==> src/rtl/tc_pkg.sv <==
// Shared types and frame-field layout for the thermocouple scan scheduler.
// The decoder and any future single-channel reader import these definitions.
package tc_pkg;

  typedef enum logic [2:0] {
    S_WAIT,
    S_START,
    S_WAIT_BUSY,
    S_WAIT_DONE,
    S_CAPTURE,
    S_NEXT
  } tc_scan_state_t;

  localparam int TC_MSB      = 31;
  localparam int TC_LSB      = 18;
  localparam int JT_MSB      = 15;
  localparam int JT_LSB      = 4;
  localparam int FLT_BIT     = 16;
  localparam int FLT_LOW_MSB = 2;

  localparam int TC_W  = 14;
  localparam int JT_W  = 12;
  localparam int FLT_W = 4;

  typedef struct packed {
    logic [TC_W-1:0]  tc;
    logic [JT_W-1:0]  jt;
    logic [FLT_W-1:0] flt;
  } tc_fields_t;

endpackage

==> src/rtl/tc_frame_decode.sv <==
// Combinational split of a 32-bit converter frame into thermocouple,
// junction and fault fields.
module tc_frame_decode
  import tc_pkg::*;
(
  input  logic [31:0] i_frame,
  output tc_fields_t  o_fields
);

  assign o_fields.tc  = i_frame[TC_MSB:TC_LSB];
  assign o_fields.jt  = i_frame[JT_MSB:JT_LSB];
  assign o_fields.flt = {i_frame[FLT_BIT], i_frame[FLT_LOW_MSB:0]};

endmodule

==> src/rtl/tc_spi_scan_scheduler.sv <==
// Periodic round-robin scan of NCH converter chips over one shared SPI master,
// emitting one tagged, decoded sample (or a timeout pulse) per channel.
module tc_spi_scan_scheduler
  import tc_pkg::*;
#(
  parameter int NCH     = 4,
  parameter int CH_BITS = 2,
  parameter int PERIOD  = 30,
  parameter int TIMEOUT = 8,
  parameter int CBITS   = 6
) (
  input  logic               clk,
  input  logic               rst,
  input  logic               enable,
  input  logic               spi_busy,
  input  logic [31:0]        spi_rx_data,
  output logic               spi_start,
  output logic [CH_BITS-1:0] chan_sel,
  output logic               sample_valid,
  output logic [CH_BITS-1:0] sample_chan,
  output logic [TC_W-1:0]    tc_temp,
  output logic [JT_W-1:0]    junction_temp,
  output logic [FLT_W-1:0]   fault_bits,
  output logic               timeout_err,
  output logic               scan_done
);

  localparam logic [CBITS-1:0]   PERIOD_M1  = CBITS'(PERIOD - 1);
  localparam logic [CBITS-1:0]   TIMEOUT_M1 = CBITS'(TIMEOUT - 1);
  localparam logic [CH_BITS-1:0] LAST_CH    = CH_BITS'(NCH - 1);

  tc_scan_state_t     r_state, w_state_nx;
  logic [CBITS-1:0]   r_cnt, w_cnt_nx;
  logic [CH_BITS-1:0] r_chan_sel, w_chan_nx;
  logic               w_timeout, w_last_done, w_capture;
  tc_fields_t         w_fields, r_fields;
  logic [CH_BITS-1:0] r_sample_chan;
  logic               r_sample_valid, r_timeout_err, r_scan_done;

  tc_frame_decode u_decode (
    .i_frame  (spi_rx_data),
    .o_fields (w_fields)
  );

  always_comb begin
    // NOTE: every output of this block gets a default first, so no path can infer a latch.
    w_state_nx  = r_state;
    w_cnt_nx    = r_cnt;
    w_chan_nx   = r_chan_sel;
    w_timeout   = 1'b0;
    w_last_done = 1'b0;
    w_capture   = 1'b0;
    case (r_state)
      S_WAIT: begin
        if (!enable) begin
          w_cnt_nx = '0;
        end else if (r_cnt == PERIOD_M1) begin
          w_state_nx = S_START;
          w_cnt_nx   = '0;
          w_chan_nx  = '0;
        end else begin
          w_cnt_nx = r_cnt + CBITS'(1);
        end
      end
      S_START: begin
        w_state_nx = S_WAIT_BUSY;
        w_cnt_nx   = '0;
      end
      S_WAIT_BUSY: begin
        if (spi_busy) begin
          w_state_nx = S_WAIT_DONE;
          w_cnt_nx   = '0;
        end else if (r_cnt == TIMEOUT_M1) begin
          w_state_nx = S_NEXT;
          w_cnt_nx   = '0;
          w_timeout  = 1'b1;
        end else begin
          w_cnt_nx = r_cnt + CBITS'(1);
        end
      end
      // The master guarantees completion once busy was seen, so no timeout here.
      S_WAIT_DONE: begin
        if (!spi_busy) w_state_nx = S_CAPTURE;
      end
      S_CAPTURE: begin
        w_capture  = 1'b1;
        w_state_nx = S_NEXT;
      end
      S_NEXT: begin
        if (r_chan_sel == LAST_CH) begin
          w_chan_nx   = '0;
          w_last_done = 1'b1;
          w_state_nx  = S_WAIT;
          w_cnt_nx    = '0;
        end else begin
          w_chan_nx  = r_chan_sel + CH_BITS'(1);
          w_state_nx = S_START;
        end
      end
      default: w_state_nx = S_WAIT;
    endcase
  end

  always_ff @(posedge clk) begin
    // NOTE: sequential state uses non-blocking assignments so all registers update together.
    if (rst) begin
      r_state        <= S_WAIT;
      r_cnt          <= '0;
      r_chan_sel     <= '0;
      r_fields       <= '0;
      r_sample_chan  <= '0;
      r_sample_valid <= 1'b0;
      r_timeout_err  <= 1'b0;
      r_scan_done    <= 1'b0;
    end else begin
      r_state        <= w_state_nx;
      r_cnt          <= w_cnt_nx;
      r_chan_sel     <= w_chan_nx;
      r_sample_valid <= w_capture;
      r_timeout_err  <= w_timeout;
      r_scan_done    <= w_last_done;
      if (w_capture) begin
        r_fields      <= w_fields;
        r_sample_chan <= r_chan_sel;
      end
    end
  end

  assign spi_start     = (r_state == S_START);
  assign chan_sel      = r_chan_sel;
  assign sample_valid  = r_sample_valid;
  assign sample_chan   = r_sample_chan;
  assign tc_temp       = r_fields.tc;
  assign junction_temp = r_fields.jt;
  assign fault_bits    = r_fields.flt;
  assign timeout_err   = r_timeout_err;
  assign scan_done     = r_scan_done;

endmodule

==> config.mk <==
export PLATFORM = sky130hd
export DESIGN_NAME = tc_spi_scan_scheduler
export DESIGN_NICKNAME = d
export VERILOG_FILES = /design/src/rtl/tc_pkg.sv /design/src/rtl/tc_frame_decode.sv /design/src/rtl/tc_spi_scan_scheduler.sv
export SDC_FILE = /design/constraint.sdc
export NUM_CORES = 1
export LEC_CHECK = 0
export CORE_AREA = 5 5 71 73
export CTS_BUF_LIST = sky130_fd_sc_hd__clkbuf_2
export DETAILED_ROUTE_END_ITERATION = 8
export DIE_AREA = 0 0 76 78
export PLACE_DENSITY = 0.81
export RECOVER_POWER = 50
export SYNTH_ARGS = -nofsm -noshare
export SYNTH_HDL_FRONTEND = slang
export SYNTH_SLANG_ARGS = --single-unit
==> constraint.sdc <==
create_clock -name clk -period 1.75 [get_ports clk]
set_input_delay 0.35 -clock clk [delete_from_list [all_inputs] [get_ports clk]]
set_output_delay 0.35 -clock clk [all_outputs]
set_load 0.005 [all_outputs]
== After elaboration in Yosys (flattened, before gate mapping) ==
Index checks and enable logic that the tools add are counted.
Widths: inputs -> output; s select.

* $add $sub $neg: 2
* Eq/ne operators: 13
* Multiplexer cells: 20
* Bitwise logic cells: 2
* Reduce and logical (&&, ||, !) cells: 8

{| class="wikitable"
|+ Operator list
! operator !! count
|-
| $mux 6 || 5
|-
| $pmux 6 s4 || 1
|-
| $pmux 3 s6 || 1
|-
| $mux 3 || 5
|-
| $ne 2x2->1 const B || 4
|-
| $add 6x1->6 const B || 1
|-
| $eq 3x2->1 const B || 2
|-
| $eq 3x3->1 const B || 2
|-
| $eq 6x3->1 const B || 1
|-
| $eq 6x5->1 const B || 1
|-
| $mux 2 || 3
|-
| $mux 1 || 4
|-
| $pmux 2 s2 || 1
|-
| $reduce_and 4->1 || 1
|-
| $reduce_bool 4->1 || 1
|-
| $eq 3x1->1 const B || 1
|-
| $logic_not 3->1 || 1
|-
| $ne 3x3->1 const B || 1
|-
| $reduce_and 3->1 || 1
|-
| $reduce_or 3->1 || 1
|-
| $add 2x1->2 const B || 1
|-
| $eq 2x2->1 const B || 1
|-
| $not 1->1 || 2
|-
| $reduce_and 2->1 || 1
|-
| other kinds (2) || 2
|}

* Register bits: 46
* Output and inout bits: 38

== Logic depth before layout (Yosys ltp) ==
Gate-level depths: netlist (run 1).

* Depth after elaboration: 4
* Depth in mapped cells: 7
* Mapped depth without buffers: 5

== Cells and area by module ==
From an unflattened synthesis (run 1), not the netlist that was laid out.

* Cell total of the unflattened synthesis: 262
* Area total of the unflattened synthesis: 2157.1 um^2

{| class="wikitable"
|+ Modules (own cells, without submodules)
! module !! instances !! cells each !! area an instance (um^2) !! seq. area each (um^2)
|-
| tc_spi_scan_scheduler || 1 || 232 || 1931.9 || 920.9
|-
| tc_frame_decode || 1 || 30 || 225.2 || 0.0
|}

== Least setup slack after synthesis (run 1) ==
No wires, ideal clock.

* Path kind: register -> register
* Start point: reg r_state[2]
* End point: reg r_cnt[1]
* Setup time: 0.137 ns
* Arrival time: 1.462 ns
* Setup slack: 0.151 ns
* Stages on the path, launching flop included: 6
* Path buffers: 1
* Period minus slack after synthesis: 1.599 ns
* Cell sequence: dfxtp_1 > buf_6 > or3b_2 > and3_4 > a211oi_4 > a2111oi_4

* Longest elaborated chain between the ends: 3
* Elaborated cells on any way between the ends: 8

{| class="wikitable"
|+ RTL lines
! what !! RTL line !! source
|-
| start, declared || tc_spi_scan_scheduler.sv:32 || <nowiki>tc_scan_state_t r_state, w_state_nx;</nowiki>
|-
| start signal, assigned || tc_spi_scan_scheduler.sv:116 || <nowiki>r_state <= w_state_nx;</nowiki>
|-
| $eq 3x3->1, or another cell as far along || tc_spi_scan_scheduler.sv:53 || <nowiki>case (r_state)</nowiki>
|-
| $ne 2x2->1 (no source line) or $reduce_bool 4->1 (tied branches) || -- ||
|-
| $reduce_and 2->1 (no source line) || -- ||
|-
| end signal, assigned || tc_spi_scan_scheduler.sv:117 || <nowiki>r_cnt <= w_cnt_nx;</nowiki>
|-
| end, declared || tc_spi_scan_scheduler.sv:33 || <nowiki>logic [CBITS-1:0] r_cnt, w_cnt_nx;</nowiki>
|}

Parallel ways exist; a longest one is shown, timed or not.
A chain may end at the register's enable or synchronous reset.

== Worst setup path after layout (run 1) ==
* Start point: reg r_state[0]
* End point: reg r_state[0]

* Longest elaborated chain between the ends: 3
* Elaborated cells on any way between the ends: 12

{| class="wikitable"
|+ RTL lines
! what !! RTL line
|-
| $eq 3x2->1 or $logic_not 3->1 (tied branches) || tc_spi_scan_scheduler.sv:53
|-
| $ne 3x3->1 (no source line) or $ne 2x2->1 (tied branches) || --
|-
| $reduce_and 4->1 (no source line) || --
|}

Parallel ways exist; a longest one is shown, timed or not.

==> results of run 1 <==
cell type report:
class / count / area (sq um)
clock buffers: 6 / 30.0
clock inverters: 2 / 37.5
fillers: 365 / 1380
inverters: 5 / 18.8
multi-input cells: 163 / 918
flip-flops and latches: 46 / 942
well taps: 52 / 65.1
repair buffers: 93 / 907
state kept, by name, indices dropped and copies added (netlist names):
| signal | cells |
|---|---|
| tc_temp | 14 |
| junction_temp | 12 |
| r_cnt | 6 |
| fault_bits | 4 |
| r_state | 3 |
| chan_sel | 2 |
| sample_chan | 2 |
| sample_valid | 1 |
| scan_done | 1 |
| timeout_err | 1 |
cell families after synthesis:
family                     share of synthesized area [%]
adders and majority gates                           1.98
buffers and inverters                               4.67
xor gates and xnor gates                            1.84
AOI/OAI and AO/OA                                   17.6
DFF                                                 48.5
and+or+nand+nor                                     24.9
muxes                                              0.527
per-layer routing:
| layer | up-vias | wire length (um) | global-route usage (%) |
|---|---|---|---|
| li1 | 933 | - | - |
| met1 | 858 | 2240 | 19.8 |
| met2 | 61 | 2600 | 28.9 |
| met3 | 12 | 298 | 4.17 |
| met4 | 0 | 133 | 8.90 |
| met5 | - | 0 | 0 |
final timing paths:
kind,endpoint,slack [ps],startpoint,cells past startpoint
worst min register to register,tc_temp[2],470,tc_temp[2],2
worst min-delay path,tc_temp[8],430,spi_rx_data[26],3
worst max-delay path,r_state[0],20,r_state[0],6
worst max register to register,r_state[0],20,r_state[0],6
per-stage QoR:
stage               total power, mW  std cells  TNS [ps]  util (%)
floorplan                      1.11        229         0         -
global placement               1.20        354     -1150      64.4
detailed placement             1.20        354     -1550      64.4
CTS                            1.79        365         0      66.6
global route                   1.85        367     -79.0      68.0
finish                         1.78        367         0      68.0
placed cells by master (no fill, tap or decap), types with 2 or more instances in the layout:
| cell | synthesis | final |
|---|---|---|
| a21oi_1 | 35 | 35 |
| a311oi_1 | 2 | 2 |
| a31oi_1 | 2 | 2 |
| and3_1 | 2 | 2 |
| buf_12 | 0 | 2 |
| buf_4 | 1 | 17 |
| buf_6 | 1 | 3 |
| clkbuf_2 | 0 | 7 |
| clkdlybuf4s50_1 | 0 | 67 |
| dfxtp_1 | 46 | 31 |
| dfxtp_2 | 0 | 14 |
| dlygate4sd2_1 | 0 | 2 |
| ha_1 | 3 | 3 |
| inv_1 | 5 | 5 |
| nand2_1 | 69 | 69 |
| nand2b_1 | 3 | 3 |
| nand3_1 | 3 | 3 |
| nor2_1 | 5 | 5 |
| nor3_1 | 8 | 6 |
| nor3_2 | 0 | 2 |
| o21ai_0 | 5 | 5 |
| or3_1 | 2 | 2 |
| xnor2_1 | 4 | 4 |
worst max-delay path, stage by stage (launching register included):
cell	delay (ps)
dfxtp_4	400
buf_6	130
or4b_4	560
a21oi_4	180
buf_6	120
a2111oi_2	40
a32o_1	230
report_power, final:
part	leakage, nW	internal (mW)	switching, mW
clock	0.0392	0.247	0.345
combinational	0.646	0.0877	0.0444
sequential	0.379	1.05	0.00202
what timing repair did:
action	CTS	global route
setup endpoints to repair	3	20
gates resized for setup	9	22
buffers inserted	3	2
pin swaps	2	4
==> metrics.yaml, run 1 <==
global_routing:
  grt_pass1_vias: 1763
  overflow: 0
  antenna_found_initial: 0
  grt_usage_pct: 17.1
  grt_max_degree: 43
  grt_pass1_wl_um: 8380
clocking:
  clock_path_buffers: 2
  cts_sinks: 46
  root_buffer: "clkbuf_2"
  clkTransAtPathRegs_ps: 240
  tritoncts: "built"
  h-tree-depth: 2
  clock_latency_ps: 410
  cts-buffers-inserted: 5
  cts_hold_buf: 0
route:
  drc: 0
  dr_total_vias: 1864
  avgRoutedWirePerCell_um: 14.4
  firstDrtPassIters: 4
  wirelength_um: 5270
  viasPerCell: 5.08
  drtAntennaViolNets: 0
  drt-initial-drc-count: 61
sta:
  slew_headroom_pct: 65.2
  fmax_mhz: 577
  setup-violations-final: 0
  finalMaxSlewViolations: 0
  rsz0062_at_grt: "yes"
  fin_ws_ps: 17.1
  tightest_slew_ps: 519
  period_needed_ps: 1730
  finalHoldViolCount: 0
  fin_crit_sh_pct: 99.0
  skew_ps: 23.9
  timing.hold.ws_ps: 433
min_path:
  hold_class: "input port to flip-flop"
run_status:
  run_status: "finished clean"
logic_synthesis:
  syn_area_sq_mm: 0.00190
  synthTopCellsByArea: "dfxtp_1 48%, nand2_1 14%, a21oi_1 9.2%"
  synth_seq_cells: 46
  synth_top_cell_by_area: "dfxtp_1"
  synth.most_common_cell: "nand2_1"
  yosys_most_used_dff: "dfxtp_1"
  yosysWarnings: 0
  synth-edff-count: 0
  ys_types: 38
  netlist_instances: 229
  async_reset_ff_share_pct: 0
  synth.avg_cell_area_sq_um: 8.30
  ys_top_cells_by_count: "69 x nand2_1, 46 x dfxtp_1, 35 x a21oi_1, 11 x clkbuf_1, 8 x nor3_1"
  synth_nets: 268
  yosysSeqAreaShare_pct: 48.5
  synth_top_area_share_pct: 48.5
floorplan:
  ios: 74
  die_y_um: 78
  fp-row-count: 24
  dieArea_sq_mm: 0.00593
  coreArea_sq_mm: 0.00429
  die_w_um: 76
  start_util_pct: 44.3
place:
  place_area_sq_mm: 0.00276
  post-dp-hpwl_um: 3480
  place_ws_ps: -248
  io_buffer_count: 71
  gp_congestion: 0.850
setup_path:
  arrival_ps: 2070
  crit_fanout: 8
  cp.required_ps: 2090
  critPathCaptureType: "flip-flop"
  crit_type: "flip-flop to flip-flop"
  startpoint_type: "flip-flop"
layout:
  area_growth_syn_to_layout_pct: 53.6
  drive_gt1_share_pct: 18.7
  n_antenna_cell: 0
  finalInstanceArea_sq_mm: 0.00292
  finalNetCount: 353
flow_run:
  drv_cap: 0
power_and_ir_drop:
  power_leakage_nw: 1.06
  power.density_mw_per_mm2: 609
  ir_drop_v: 0.000342
(Power assumes the default switching activity.)
==> run 2: changes to the inputs <==
ABC_AREA = 0   (was not set)
==> results of run 2 <==
Final layout, timing and power as in run 1 (identical DEF).
